### src/rtl/bz_rom_loader_if.sv
`default_nettype none
// ============================================================================
// bz_rom_loader_if : ioctl download stream and core ROM write port bundle
// Rev 1.0
// ============================================================================
interface bz_rom_loader_if;
  logic        ioctl_download;
  logic [7:0]  ioctl_index;
  logic        ioctl_wr;
  logic [24:0] ioctl_addr;
  logic [7:0]  ioctl_dout;
  logic        ioctl_wait;
  logic        mem_req;
  logic [1:0]  mem_sel;
  logic [15:0] mem_addr;
  logic [7:0]  mem_data;
  logic        mem_ack;
  logic        game_reset;
  logic        load_done;
  logic        drop_err;
  logic        sum_ok;

  // master: download source plus core side; slave: the loader
  modport master (
    output ioctl_download, ioctl_index, ioctl_wr, ioctl_addr, ioctl_dout, mem_ack,
    input  ioctl_wait, mem_req, mem_sel, mem_addr, mem_data,
    input  game_reset, load_done, drop_err, sum_ok
  );

  modport slave (
    input  ioctl_download, ioctl_index, ioctl_wr, ioctl_addr, ioctl_dout, mem_ack,
    output ioctl_wait, mem_req, mem_sel, mem_addr, mem_data,
    output game_reset, load_done, drop_err, sum_ok
  );
endinterface
`default_nettype wire

### src/rtl/bz_rom_loader.sv
`default_nettype none
// ============================================================================
// bz_rom_loader : ioctl ROM image -> BattleZone ROM write port (option: ROM_CHECKSUM_EN)
// Rev 1.0
// ============================================================================
module bz_rom_loader #(
  parameter logic [7:0]  ROM_INDEX    = 8'd0,
  parameter logic [15:0] PROG_SIZE    = 16'h3000,
  parameter logic [15:0] VEC_SIZE     = 16'h1000,
  parameter logic [15:0] MATH_SIZE    = 16'h0400,
  parameter int          FIFO_DEPTH   = 4,
  parameter logic [15:0] EXPECTED_SUM = 16'h0000
) (
  input  logic           clk_sys,
  input  logic           reset,
  bz_rom_loader_if.slave bus
);

  localparam int c_aw = $clog2(FIFO_DEPTH);
  localparam int c_cw = c_aw + 1;
  localparam logic [24:0]     c_vec_base  = {9'd0, PROG_SIZE};
  localparam logic [24:0]     c_math_base = c_vec_base + {9'd0, VEC_SIZE};
  localparam logic [24:0]     c_img_end   = c_math_base + {9'd0, MATH_SIZE};
  localparam logic [c_aw-1:0] c_ptr_one   = c_aw'(1);
  localparam logic [c_cw-1:0] c_cnt_one   = c_cw'(1);
  localparam logic [c_cw-1:0] c_cnt_full  = c_cw'(FIFO_DEPTH);
  localparam logic [c_cw-1:0] c_cnt_wait  = c_cw'(FIFO_DEPTH - 1);

  typedef enum logic [1:0] {
    S_IDLE  = 2'd0,
    S_LOAD  = 2'd1,
    S_DRAIN = 2'd2,
    S_DONE  = 2'd3
  } state_t;

  typedef struct packed {
    logic [1:0]  sel;
    logic [15:0] off;
    logic [7:0]  data;
  } entry_t;

  state_t          state_q;
  logic            sel_q;
  entry_t          fifo_mem [FIFO_DEPTH];
  logic [c_aw-1:0] wr_ptr_q, rd_ptr_q;
  logic [c_cw-1:0] count_q, w_count_d;
  logic            wait_q, mem_req_q, game_reset_q, load_done_q, drop_err_q, sum_ok_q;
  logic [1:0]      mem_sel_q;
  logic [15:0]     mem_addr_q;
  logic [7:0]      mem_data_q;
`ifdef ROM_CHECKSUM_EN
  logic [15:0]     checksum_q;
`else
  // EXPECTED_SUM only matters when checksumming is built in
  logic            w_unused_sum;
  assign w_unused_sum = ^EXPECTED_SUM;
`endif

  logic   w_sel, w_wr_load, w_in_range, w_full, w_push, w_pop, w_bad;
  entry_t w_entry;

  assign w_sel     = bus.ioctl_download & (bus.ioctl_index == ROM_INDEX);
  assign w_wr_load = (state_q == S_LOAD) & w_sel & bus.ioctl_wr;
  assign w_full    = (count_q == c_cnt_full);
  assign w_push    = w_wr_load & w_in_range & ~w_full;
  assign w_bad     = w_wr_load & (~w_in_range | w_full);
  // the output register is refilled whenever it is idle or being acknowledged
  assign w_pop     = (count_q != '0) & (~mem_req_q | bus.mem_ack);

  always_comb begin
    w_entry.data = bus.ioctl_dout;
    w_entry.sel  = 2'd0;
    w_entry.off  = bus.ioctl_addr[15:0];
    w_in_range   = 1'b1;
    if (bus.ioctl_addr < c_vec_base) begin
      w_entry.sel = 2'd0;
    end else if (bus.ioctl_addr < c_math_base) begin
      w_entry.sel = 2'd1;
      w_entry.off = 16'(bus.ioctl_addr - c_vec_base);
    end else if (bus.ioctl_addr < c_img_end) begin
      w_entry.sel = 2'd2;
      w_entry.off = 16'(bus.ioctl_addr - c_math_base);
    end else begin
      w_in_range = 1'b0;
    end
  end

  always_comb begin
    w_count_d = count_q;
    if (w_push && !w_pop) begin
      w_count_d = count_q + c_cnt_one;
    end else if (!w_push && w_pop) begin
      w_count_d = count_q - c_cnt_one;
    end
  end

  always_ff @(posedge clk_sys) begin
    if (w_push) begin
      fifo_mem[wr_ptr_q] <= w_entry;
    end
  end

  always_ff @(posedge clk_sys or posedge reset) begin
    if (reset) begin
      state_q      <= S_IDLE;
      sel_q        <= 1'b0;
      wr_ptr_q     <= '0;
      rd_ptr_q     <= '0;
      count_q      <= '0;
      wait_q       <= 1'b0;
      mem_req_q    <= 1'b0;
      mem_sel_q    <= 2'd0;
      mem_addr_q   <= 16'd0;
      mem_data_q   <= 8'd0;
      game_reset_q <= 1'b1;
      load_done_q  <= 1'b0;
      drop_err_q   <= 1'b0;
      sum_ok_q     <= 1'b0;
`ifdef ROM_CHECKSUM_EN
      checksum_q   <= 16'd0;
`endif
    end else begin
      sel_q       <= w_sel;
      load_done_q <= 1'b0;
      count_q     <= w_count_d;
      // one slot stays free for a byte already in flight when wait rises
      wait_q      <= (w_count_d >= c_cnt_wait);

      if (w_push) begin
        wr_ptr_q <= wr_ptr_q + c_ptr_one;
      end
      if (w_pop) begin
        rd_ptr_q   <= rd_ptr_q + c_ptr_one;
        mem_sel_q  <= fifo_mem[rd_ptr_q].sel;
        mem_addr_q <= fifo_mem[rd_ptr_q].off;
        mem_data_q <= fifo_mem[rd_ptr_q].data;
        mem_req_q  <= 1'b1;
      end else if (mem_req_q && bus.mem_ack) begin
        mem_req_q  <= 1'b0;
      end

      if (w_bad) begin
        drop_err_q <= 1'b1;
      end
`ifdef ROM_CHECKSUM_EN
      if (w_push) begin
        checksum_q <= checksum_q + {8'd0, bus.ioctl_dout};
      end
`endif

      case (state_q)
        S_IDLE: begin
          if (w_sel && !sel_q) begin
            drop_err_q   <= 1'b0;
            game_reset_q <= 1'b1;
            sum_ok_q     <= 1'b0;
`ifdef ROM_CHECKSUM_EN
            checksum_q   <= 16'd0;
`endif
            state_q      <= S_LOAD;
          end
        end
        S_LOAD: begin
          if (sel_q && !w_sel) begin
            state_q <= S_DRAIN;
          end
        end
        S_DRAIN: begin
          if ((count_q == '0) && !mem_req_q) begin
            state_q <= S_DONE;
          end
        end
        S_DONE: begin
          load_done_q  <= 1'b1;
`ifdef ROM_CHECKSUM_EN
          sum_ok_q     <= (checksum_q == EXPECTED_SUM);
          game_reset_q <= (checksum_q != EXPECTED_SUM);
`else
          sum_ok_q     <= 1'b1;
          game_reset_q <= 1'b0;
`endif
          state_q      <= S_IDLE;
        end
        default: state_q <= S_IDLE;
      endcase
    end
  end

  assign bus.ioctl_wait = wait_q;
  assign bus.mem_req    = mem_req_q;
  assign bus.mem_sel    = mem_sel_q;
  assign bus.mem_addr   = mem_addr_q;
  assign bus.mem_data   = mem_data_q;
  assign bus.game_reset = game_reset_q;
  assign bus.load_done  = load_done_q;
  assign bus.drop_err   = drop_err_q;
  assign bus.sum_ok     = sum_ok_q;

endmodule
`default_nettype wire

### src/flat_wrapper.sv
// flat-port wrapper written by rule: the top's interface ports become plain ports
module bz_rom_loader_flat 
#(
  parameter logic [7:0]  ROM_INDEX    = 8'd0,
  parameter logic [15:0] PROG_SIZE    = 16'h3000,
  parameter logic [15:0] VEC_SIZE     = 16'h1000,
  parameter logic [15:0] MATH_SIZE    = 16'h0400,
  parameter int          FIFO_DEPTH   = 4,
  parameter logic [15:0] EXPECTED_SUM = 16'h0000
)
  (clk_sys, reset, bus_ioctl_download, bus_ioctl_index, bus_ioctl_wr, bus_ioctl_addr, bus_ioctl_dout, bus_mem_ack, bus_ioctl_wait, bus_mem_req, bus_mem_sel, bus_mem_addr, bus_mem_data, bus_game_reset, bus_load_done, bus_drop_err, bus_sum_ok);
  bz_rom_loader_if bus_i ();
  input  logic clk_sys;
  input  logic reset;
  input wire logic [$bits(bus_i.ioctl_download)-1:0] bus_ioctl_download;
  input wire logic [$bits(bus_i.ioctl_index)-1:0] bus_ioctl_index;
  input wire logic [$bits(bus_i.ioctl_wr)-1:0] bus_ioctl_wr;
  input wire logic [$bits(bus_i.ioctl_addr)-1:0] bus_ioctl_addr;
  input wire logic [$bits(bus_i.ioctl_dout)-1:0] bus_ioctl_dout;
  input wire logic [$bits(bus_i.mem_ack)-1:0] bus_mem_ack;
  output wire logic [$bits(bus_i.ioctl_wait)-1:0] bus_ioctl_wait;
  output wire logic [$bits(bus_i.mem_req)-1:0] bus_mem_req;
  output wire logic [$bits(bus_i.mem_sel)-1:0] bus_mem_sel;
  output wire logic [$bits(bus_i.mem_addr)-1:0] bus_mem_addr;
  output wire logic [$bits(bus_i.mem_data)-1:0] bus_mem_data;
  output wire logic [$bits(bus_i.game_reset)-1:0] bus_game_reset;
  output wire logic [$bits(bus_i.load_done)-1:0] bus_load_done;
  output wire logic [$bits(bus_i.drop_err)-1:0] bus_drop_err;
  output wire logic [$bits(bus_i.sum_ok)-1:0] bus_sum_ok;
  assign bus_i.ioctl_download = bus_ioctl_download;
  assign bus_i.ioctl_index = bus_ioctl_index;
  assign bus_i.ioctl_wr = bus_ioctl_wr;
  assign bus_i.ioctl_addr = bus_ioctl_addr;
  assign bus_i.ioctl_dout = bus_ioctl_dout;
  assign bus_i.mem_ack = bus_mem_ack;
  assign bus_ioctl_wait = bus_i.ioctl_wait;
  assign bus_mem_req = bus_i.mem_req;
  assign bus_mem_sel = bus_i.mem_sel;
  assign bus_mem_addr = bus_i.mem_addr;
  assign bus_mem_data = bus_i.mem_data;
  assign bus_game_reset = bus_i.game_reset;
  assign bus_load_done = bus_i.load_done;
  assign bus_drop_err = bus_i.drop_err;
  assign bus_sum_ok = bus_i.sum_ok;
  bz_rom_loader #(.ROM_INDEX(ROM_INDEX), .PROG_SIZE(PROG_SIZE), .VEC_SIZE(VEC_SIZE), .MATH_SIZE(MATH_SIZE), .FIFO_DEPTH(FIFO_DEPTH), .EXPECTED_SUM(EXPECTED_SUM)) u_core (.clk_sys(clk_sys), .reset(reset), .bus(bus_i));
endmodule
### config.mk
export PLATFORM = sky130hd
export DESIGN_NAME = bz_rom_loader_flat
export DESIGN_NICKNAME = d
export VERILOG_FILES = /design/src/rtl/bz_rom_loader_if.sv /design/src/rtl/bz_rom_loader.sv /design/src/flat_wrapper.sv
export SDC_FILE = /design/constraint.sdc
export NUM_CORES = 1
export LEC_CHECK = 0
export ABC_AREA = 1
export ABC_CLOCK_PERIOD_IN_PS = 5300
export BUFFER_PORTS_ARGS = -buffer_cell sky130_fd_sc_hd__buf_2
export CAP_MARGIN = 20
export CELL_PAD_IN_SITES_DETAIL_PLACEMENT = 1
export CELL_PAD_IN_SITES_GLOBAL_PLACEMENT = 1
export CORE_ASPECT_RATIO = 1.2
export CORE_UTILIZATION = 25
export DETAILED_ROUTE_END_ITERATION = 6
export PLACE_DENSITY_LB_ADDON = 0.2
export REMOVE_ABC_BUFFERS = 1
export SETUP_SLACK_MARGIN = 0.3
export SLEW_MARGIN = 20
export SYNTH_ARGS = -nofsm -noshare
export SYNTH_HDL_FRONTEND = slang
export SYNTH_SLANG_ARGS = --single-unit
export TNS_END_PERCENT = 10
### constraint.sdc
create_clock -name clk_sys -period 5.3 [get_ports clk_sys]
set_input_delay 0.53 -clock clk_sys [delete_from_list [all_inputs] [get_ports clk_sys]]
set_output_delay 0.53 -clock clk_sys [all_outputs]
set_load 0.005 [all_outputs]
# == Word level (Yosys, flattened, before mapping) ==
# Memory sizes are Yosys's and may differ from the RTL's. A register that Yosys moved wholly into a read port is not among the register bits.
# Index checks and enable logic that the tools add are counted.
# op_classes
add_sub_neg,6
n_lt_le_gt_ge,4
eq_ne,7
muxes,25
bitwise,12
n_reduce_logical,19
# op_table
op,count
"25-bit by 15-bit less-than comparator with 1-bit output, second input constant",2
18-bit two-way mux,2
"25-bit by 14-bit less-than comparator with 1-bit output, second input constant",1
16-bit two-way mux,1
"16-bit by 14-bit subtractor with 16-bit output, second input constant",1
"16-bit by 15-bit subtractor with 16-bit output, second input constant",1
1-bit two-way mux,13
8-bit zero test,1
2-bit two-way mux,4
2-bit one-hot mux with 4 select lines,1
1-bit AND,7
1-bit logical AND,6
3-bit two-way mux,2
1-bit zero test,5
"2-bit by 1-bit adder with 2-bit output, second input constant",2
"2-bit equality test, second input constant",2
"2-bit by 1-bit != test with 1-bit output, second input constant",2
1-bit one-hot mux with 2 select lines,2
2-bit nonzero test,2
"3-bit by 1-bit adder with 3-bit output, second input constant",1
"3-bit equality test, second input constant",1
"3-bit by 2-bit greater-or-equal comparator with 1-bit output, second input constant",1
3-bit zero test,1
1-bit inverter,3
8 further kinds,9
# word_totals
reg_bits,16
ram_bits,104
inputBits,46
n_memories,1
# mem_list
name,depth,width,rd,rd_clocked_by_memory_dff,write_ports,line,text
u_core.fifo_mem,4,26,1,1,1,bz_rom_loader.sv:44,entry_t fifo_mem [FIFO_DEPTH];

# == Longest topological paths before layout ==
# Gate-level depths: netlist of the first run.
# logic_depth
ltp_word,11
depth_mapped,12

# == Worst setup path before layout of the first run ==
# Ideal clock, no wire load.
# synth_timing
kind,input -> register
start,input bus_ioctl_index[3]
end,"memory u_core.fifo_mem[0][0] (netlist bit), enable pin"
setup_time_ns,0.409
arrival_time_ns,2.329
setup_slack_ns,2.562
cell_stages,6
n_path_buf,0
cell_sequence,or2_1 > nor2_2 > nand3_2 > nor2_4 > nand2_4 > nor2_1
# synth_between
elab_chain_len,8
# synth_rtl
item,line,text
start: declaration,flat_wrapper.sv:16,input wire logic [$bits(bus_i.ioctl_index)-1:0] bus_ioctl_index;
8-bit zero test,bz_rom_loader.sv:62,assign w_sel = bus.ioctl_download & (bus.ioctl_index == ROM_INDEX);
1-bit AND,bz_rom_loader.sv:62,
1-bit AND (2 in a row),bz_rom_loader.sv:63,assign w_wr_load = (state_q == S_LOAD) & w_sel & bus.ioctl_wr;
1-bit AND (2 in a row),bz_rom_loader.sv:65,assign w_push = w_wr_load & w_in_range & ~w_full;
1-bit two-way mux,bz_rom_loader.sv:98,if (w_push) begin
1-bit two-way mux (not written as such),bz_rom_loader.sv:99,fifo_mem[wr_ptr_q] <= w_entry;
end: declaration,bz_rom_loader.sv:44,
# No other way between the ends.

# == Worst setup path after layout of the first run ==
# layout_timing
start,register u_core.count_q[0]
end,register u_core.wait_q (netlist: u_core.bus.ioctl_wait)
# layout_between
elab_chain_len,8
elab_cells_between_ends,14
cone_classes,add/sub (2); order compare (1); eq/ne (1); mux (2); bitwise (3); reduce/logical (5)
# layout_rtl
item,line,text
start: declaration,bz_rom_loader.sv:46,"logic [c_cw-1:0] count_q, w_count_d;"
start signal: assignment,bz_rom_loader.sv:125,count_q <= w_count_d;
3-bit equality test,bz_rom_loader.sv:64,assign w_full = (count_q == c_cnt_full);
1-bit inverter,bz_rom_loader.sv:65,
1-bit AND,bz_rom_loader.sv:65,
1-bit zero test,bz_rom_loader.sv:92,end else if (!w_push && w_pop) begin
1-bit logical AND,bz_rom_loader.sv:92,
3-bit two-way mux,bz_rom_loader.sv:92,
3-bit two-way mux (*),bz_rom_loader.sv:90,if (w_push && !w_pop) begin
3-bit by 2-bit greater-or-equal comparator with 1-bit output (*),bz_rom_loader.sv:127,wait_q <= (w_count_d >= c_cnt_wait);
end signal: assignment,bz_rom_loader.sv:127,
end: declaration,bz_rom_loader.sv:47,"logic wait_q, mem_req_q, game_reset_q, load_done_q, drop_err_q, sum_ok_q;"
# Every way passes the cells marked *; elsewhere a longest branch is shown, timed or not.
# A chain may end at the register's enable or synchronous reset.

==> impl_metrics.json, run 1 <==
{
  "status": "complete, no violations",
  "wl_mm": 14.0,
  "ir_drop_mv": 0.228,
  "dieArea_um2": 24200,
  "grt_antenna_before_repair": 0,
  "dp_cells": 874,
  "die_w_um": 142,
  "start_kind": "flop",
  "numCtsBuffers": 17,
  "ctsHoldBuffers": 0,
  "critical_path.max_fanout": 55,
  "antenna_cells": 0,
  "rsz0062_at_grt": "no",
  "synth_top_cell_area_share": 0.529,
  "synthCells": 501,
  "layout.cells.non_filler": 906,
  "yosysMostFrequentCell": "nor2_1",
  "crit_top_cell": "nand2_1",
  "cts_setup_buffers": 0,
  "regArea_um2": 4180,
  "grt_pass1_wl_mm": 21.9,
  "slew_violations": 0,
  "ys_warn_count": 0,
  "grt_max_degree": 56,
  "setup_tns_ns": 0,
  "gp_congestion": 0.653,
  "cts.reportedPaths.clkPinSlew_ns": 0.07,
  "post-place-ws_ns": 2.69,
  "syn_avg_cell_area_um2": 11.8,
  "drtIter0Drc": 210,
  "whs_ns": 0.162,
  "fin_crit_ns": 2.30,
  "r2r_setup_slack_ns": 3.00,
  "grt_use_total": 0.123,
  "synth_edf_count": 104,
  "fmax_mhz": 435,
  "drc": 0,
  "wire_per_inst_um": 15.4,
  "grt-ovfl-total": 0,
  "hold_violations": 0,
  "start_util": 0.255,
  "fp-row-count": 61,
  "ios": 78,
  "slew_headroom": 0.325,
  "clkSinkCount": 146,
  "yosysSeqAreaShare": 0.707,
  "setup_slack_ns": 3.00,
  "yosysTopAreaCell": "edfxtp_1",
  "clkLatencyLatePin_ns": 0.42,
  "via_per_inst": 4.27,
  "worstRegToRegCells": 10,
  "tritoncts": "done",
  "synth_common_cells": "152 x nor2_1, 104 x edfxtp_1, 51 x o21ai_0",
  "leakage_uw": 0.00276,
  "dr_total_vias": 3873,
  "syn2layout_area_growth_pct": 22.7,
  "cts.path.max_buffers": 2,
  "synthFlopType": "edfxtp_1",
  "cp_num_buf_inv": 2,
  "crit_slowest_cell": "inv_2",
  "final_nets": 637,
  "async_reset_ff_frac": 0.288,
  "core_um2": 23200,
  "required_ns": 5.59,
  "cts_root_buf": "clkbuf_16",
  "cp-end-kind": "flop",
  "synth.cell_area_um2": 5910,
  "portBuffers": 77,
  "period_share": 0.433,
  "min_path_type": "input pin to asynchronous set/reset pin",
  "synth.area.top_cells": "edfxtp_1 53%, dfrtp_1 17%, nor2_1 9.7%",
  "die_y_um": 170,
  "synth_seq_cells": 146,
  "hpwl_mm": 8.76,
  "tightest_slew_ns": 1.01,
  "worstPathCellList": "inv_1, ha_1, nand2_1, nand2_2, inv_2, nand2_4, nand2_1, nand2_1, a21oi_1, nand2_1",
  "cts_resized": 0,
  "cpPeakStageDelay_ns": 0.74,
  "cp_top_family": "buffers and inverters",
  "htree_levels": 4,
  "drtPass1Iterations": 4,
  "ant_nets": 0,
  "ys_types": 33,
  "fill_cells": 2629,
  "critPathArrivalTime_ns": 2.59,
  "drive_gt1_frac": 0.227,
  "worst-path-stages": 10,
  "setup_viol": 0,
  "grt_pass1_vias": 4088,
  "skew_ns": 0.0109,
  "powerDensity_nw_per_um2": 509,
  "crit_type": "flop to flop",
  "cap_violations": 0,
  "multiInputGateArea_um2": 1570
}
cell usage in the layout (no fill, tap or decap), types with 2 or more instances in the layout:
cell / n
clkinvlp_4: 5
nand3_2: 2
buf_2: 77
nor2_1: 148
nor2_2: 2
clkinv_4: 2
inv_1: 24
nor2_4: 5
o21ai_0: 51
nand4_1: 2
ha_1: 13
nor3_1: 2
a31oi_1: 26
nand2_1: 22
inv_6: 4
bufinv_16: 2
nand2_4: 2
nand2_2: 3
a21oi_1: 4
buf_4: 2
o21ai_1: 4
inv_2: 4
dfrtp_1: 40
nand3_1: 7
clkbuf_16: 17
xor2_1: 3
edfxtp_1: 104
cell type report:
cell class,count,area share
flip-flops and latches,146,0.576
clock buffers,17,0.0587
well taps,315,0.0544
repair buffers,80,0.0580
clock inverters,15,0.0219
multi-input cells,305,0.216
inverters,28,0.0145
registers in the layout, summed over array words and instances (netlist names):
signal / count
u_core.bus.mem_data: 8
u_core.bus.load_done: 1
u_core.state_q: 2
u_core.fifo_mem: 104
u_core.count_q: 3
u_core.bus.mem_req: 1
u_core.bus.game_reset: 1
u_core.bus.mem_sel: 2
u_core.bus.sum_ok: 1
u_core.bus.drop_err: 1
u_core.bus.mem_addr: 16
u_core.bus.ioctl_wait: 1
u_core.sel_q: 1
u_core.wr_ptr_q: 2
u_core.rd_ptr_q: 2
cell families (layout without fill, tap and decap cells):
family          count (synthesis)  count (layout)  share of synthesized area
simple gates                  198             198                      0.142
flops                         146             146                      0.707
compound gates                 90              90                     0.0841
buf+inv                        50             140                     0.0331
fa+ha+maj                      13              13                     0.0275
xor+xnor                        4               4                    0.00593
metrics by stage:
| stage | utilization | power, µW | area (µm²) |
|---|---|---|---|
| floorplan | - | 2140 | 5820 |
| global placement | 0.286 | 2540 | 6640 |
| detailed placement | 0.287 | 2580 | 6660 |
| CTS | 0.312 | 3770 | 7250 |
| global route | 0.312 | 3950 | 7250 |
| finish | 0.312 | 3690 | 7250 |
layer usage:
metal / vias up / track usage / part of all wire
li1: 1876 / - / -
met1: 1893 / 0.146 / 0.44
met2: 88 / 0.210 / 0.50
met3: 16 / 0.0366 / 0.049
met4: 0 / 0.0430 / 0.011
met5: - / 0 / 0
power breakdown:
group	switching, µW	total [µW]	leakage (µW)	internal [µW]
logic	679	1050	0.00109	376
clock network	482	1180	0.000270	697
registers	81.9	1460	0.00140	1370
path summary, 6_finish.rpt:
check	from	end
min in group clk_sys	bus_ioctl_addr[2]	u_core.fifo_mem[3][10]
worst max register to register	u_core.count_q[0]	u_core.bus.ioctl_wait
worst min-delay path	reset	u_core.count_q[2]
worst max-delay path	u_core.count_q[0]	u_core.bus.ioctl_wait
max in group asynchronous	reset	u_core.rd_ptr_q[0]
worst min register to register	u_core.bus.game_reset	u_core.bus.game_reset
No activity file was read; power rests on OpenSTA's default activity.
==> run 2, diff against run 1 <==
--- a/config.mk
+++ b/config.mk
@@ -5,8 +5,8 @@
 export SDC_FILE = /design/constraint.sdc
 export NUM_CORES = 1
 export LEC_CHECK = 0
-export ABC_AREA = 1
-export ABC_CLOCK_PERIOD_IN_PS = 5300
+export ABC_AREA = 0
+export ABC_CLOCK_PERIOD_IN_PS = 2100
 export BUFFER_PORTS_ARGS = -buffer_cell sky130_fd_sc_hd__buf_2
 export CAP_MARGIN = 20
 export CELL_PAD_IN_SITES_DETAIL_PLACEMENT = 1
==> constraint.sdc (replaced) <==
create_clock -name clk_sys -period 2.1 [get_ports clk_sys]
set_input_delay 0.21 -clock clk_sys [delete_from_list [all_inputs] [get_ports clk_sys]]
set_output_delay 0.21 -clock clk_sys [all_outputs]
set_load 0.005 [all_outputs]
==> impl_metrics.json, run 2 <==
{
  "pwr-share-comb": 0.290,
  "critPathArrivalTime_ns": 2.20,
  "hold_end": "u_core.fifo_mem[3][5]",
  "skew_ns": 0.0110,
  "synth_top_family_by_area": "multiplexers",
  "powerDensity_nw_per_um2": 1230,
  "yosysMostFrequentCell": "edfxtp_1",
  "core_um2": 22600,
  "yosysSeqAreaShare": 0.721,
  "p_switching_uw": 2750,
  "top_register": "u_core.fifo_mem",
  "setup_viol": 0,
  "die_y_um": 169,
  "drtIter0Drc": 139,
  "p_int_uw": 6840,
  "tritoncts": "done",
  "min_from": "bus_ioctl_dout[5]",
  "hold_violations": 0,
  "worst_hold_path.num_cells": 1,
  "fin_crit_ns": 2.08,
  "synth_adder_area_share": 0.0298,
  "ys_warn_count": 0,
  "synth.area.top_cells": "edfxtp_1 54%, dfrtp_1 18%, mux4_2 10%",
  "min_path_type": "input pin to flop",
  "fill_cells": 2366,
  "fmax_mhz": 481,
  "r2r_end": "u_core.fifo_mem[0][13]",
  "cts.path.max_buffers": 2,
  "layout_commonest_cell": "edfxtp_1",
  "synth-simple-area-share": 0.0916,
  "antenna_cells": 0,
  "switching_share": 0.287,
  "critical_path.max_fanout": 10,
  "placed_cell_area_um2": 6880,
  "fp-row-count": 60,
  "drc": 0,
  "ir_drop_mv": 0.595,
  "cp-end-kind": "flop",
  "synth_seq_cells": 146,
  "dr_total_vias": 3443,
  "drtPass1Iterations": 4,
  "synthXorXnorAreaFrac": 0.00756,
  "wl_mm": 13.6,
  "clkLatencyLatePin_ns": 0.42,
  "htree_levels": 4,
  "p_total_uw": 9590,
  "slew_violations": 0,
  "synthCells": 362,
  "crit_type": "flop to flop",
  "clkSinkCount": 146,
  "cts_root_buf": "clkbuf_16",
  "ant_nets": 0,
  "die_w_um": 141,
  "async_reset_ff_frac": 0.288,
  "rsz0062_at_grt": "yes",
  "multiInputGateArea_um2": 1620,
  "grt_pass1_vias": 3938,
  "synth.cell_area_um2": 5790,
  "numCtsBuffers": 17,
  "syn_avg_cell_area_um2": 16.0,
  "yosysTopAreaCell": "edfxtp_1",
  "synth_common_cells": "104 x edfxtp_1, 87 x nand2_1, 41 x dfrtp_1",
  "via_per_inst": 4.19,
  "start_util": 0.256,
  "postLayoutCellArea_um2": 7800,
  "grt_pass1_wl_mm": 22.1,
  "gp_congestion": 0.713,
  "cts.reportedPaths.clkPinSlew_ns": 0.06,
  "grt_use_total": 0.125,
  "synthFlopType": "edfxtp_1",
  "seqPwrFrac": 0.386,
  "hpwl_mm": 9.26,
  "slew_headroom": 0.609,
  "dieArea_um2": 23800,
  "final_nets": 557,
  "syn2layout_area_growth_pct": 34.6,
  "regArea_um2": 4180,
  "cap_violations": 0,
  "grt-ovfl-total": 0,
  "largest_reg_flops": 104,
  "synth.area.mux_share": 0.101,
  "leakage_uw": 0.00309,
  "drive_gt1_frac": 0.425,
  "grt_max_degree": 24,
  "reg2reg_from": "u_core.state_q[1]",
  "synth_edf_count": 104,
  "layout_common_cells": "104 x edfxtp_1, 77 x buf_2, 70 x nand2_1, 40 x dfrtp_1, 31 x buf_4",
  "portBuffers": 77,
  "ys_types": 41,
  "wire_per_inst_um": 16.5,
  "ios": 78,
  "period_share": 0.990,
  "synth_top_cell_area_share": 0.539,
  "tightest_slew_ns": 0.585,
  "worstRegToRegCells": 8,
  "start_kind": "flop",
  "synth_compound_area_frac": 0.0296,
  "r2r_setup_slack_ns": 0.02,
  "required_ns": 2.22,
  "grt_antenna_before_repair": 0,
  "status": "complete, no violations",
  "clkPwrFrac": 0.324
}
run 2: changes by cell type in the layout (fill, tap and decap cells not counted), sizes merged, moves of 4 or more:
| cell | delta |
|---|---|
| inv | -17 |
| nor2 | -152 |
| nand3 | -8 |
| and2 | +4 |
| clkbuf | +4 |
| buf | +47 |
| mux4 | +26 |
| a31oi | -26 |
| o21ai | -50 |
| nand2 | +60 |
run 2: logic make-up after synthesis:
family,count (synthesis)
XOR/XNOR,5
buffers and inverters,28
AND/OR/NAND/NOR,117
flip-flops,146
adder cells (fa/ha/maj),14
multiplexers,26
AO/OA/AOI/OAI,26
run 2: power groups by stage:
| stage | combinational (µW) | sequential, µW | clock (µW) |
|---|---|---|---|
| 5_1_grt | 3130 | 3760 | 3310 |
| 6_report | 2780 | 3710 | 3110 |
| 3_3_place_gp | 2580 | 3750 | 0 |
| 4_1_cts | 2690 | 3710 | 3210 |
| 3_5_place_dp | 2630 | 3760 | 0 |
| 2_1_floorplan | 1300 | 3910 | 0 |
run 2: critical path, stage by stage, from the launching register on:
cell and delay, ns:
dfrtp_1 0.38, inv_2 0.08, ha_4 0.13, nand2_2 0.04
or4_4 0.46, nor3_4 0.18, buf_6 0.15, and2_4 0.21
buf_12 0.15
run 2: worst max-delay path by stage:
stage                  startpoint                endpoint  slack [ns]  depth (start not counted)
3_5_place_dp   bus_ioctl_index[6]   u_core.fifo_mem[3][9]       -0.44                          6
2_1_floorplan  bus_ioctl_index[6]   u_core.fifo_mem[0][0]       -0.66                          4
4_1_cts         u_core.state_q[1]   u_core.bus.ioctl_wait        0.01                         10
3_3_place_gp   bus_ioctl_index[6]   u_core.fifo_mem[2][2]       -0.40                          6
5_1_grt         u_core.state_q[1]  u_core.fifo_mem[0][20]       -0.05                          8
6_report        u_core.state_q[1]  u_core.fifo_mem[0][13]        0.02                          8
run 2: area by class of cell:
type,instances,share of cell area
Sequential cell,146,0.536
Multi-Input combinational cell,188,0.208
Timing Repair Buffer,130,0.122
Clock buffer,21,0.0565
Tap cell,310,0.0498
Clock inverter,11,0.0212
Inverter,15,0.00722
run 2: repair_timing:
| item | 4_1_cts | 5_1_grt |
|---|---|---|
| resized for setup | 27 | 33 |
| pin swaps | 3 | 10 |
| buffers inserted | 6 | 1 |
| setup endpoints to repair | 125 | 137 |
| cloned | 3 | 0 |
| endpoints found under the hold margin | 27 | 0 |
| hold buffers | 3 | 0 |
run 2: metal layers:
metal  wire (µm)  vias up  global-route usage  share of wire
met5           0        -                   0              0
met4         127        0              0.0440         0.0094
met3         482        9              0.0328          0.036
met2        7110       70               0.222           0.52
met1        5860     1752               0.146           0.43
li1            -     1612                   -              -
run 2: stage by stage:
stage	hold WS (ns)	setup TNS (ns)	worst slack (ns)	utilization	cells
CTS	0.000234	0	0.0114	0.340	820
finish	0.0188	0	0.0213	0.345	821
detailed placement	0.319	-44.44	-0.443	0.304	776
global route	0.00572	-2.63	-0.0507	0.345	821
floorplan	0.309	-68.53	-0.658	-	349
global placement	0.308	-40.71	-0.402	0.304	776
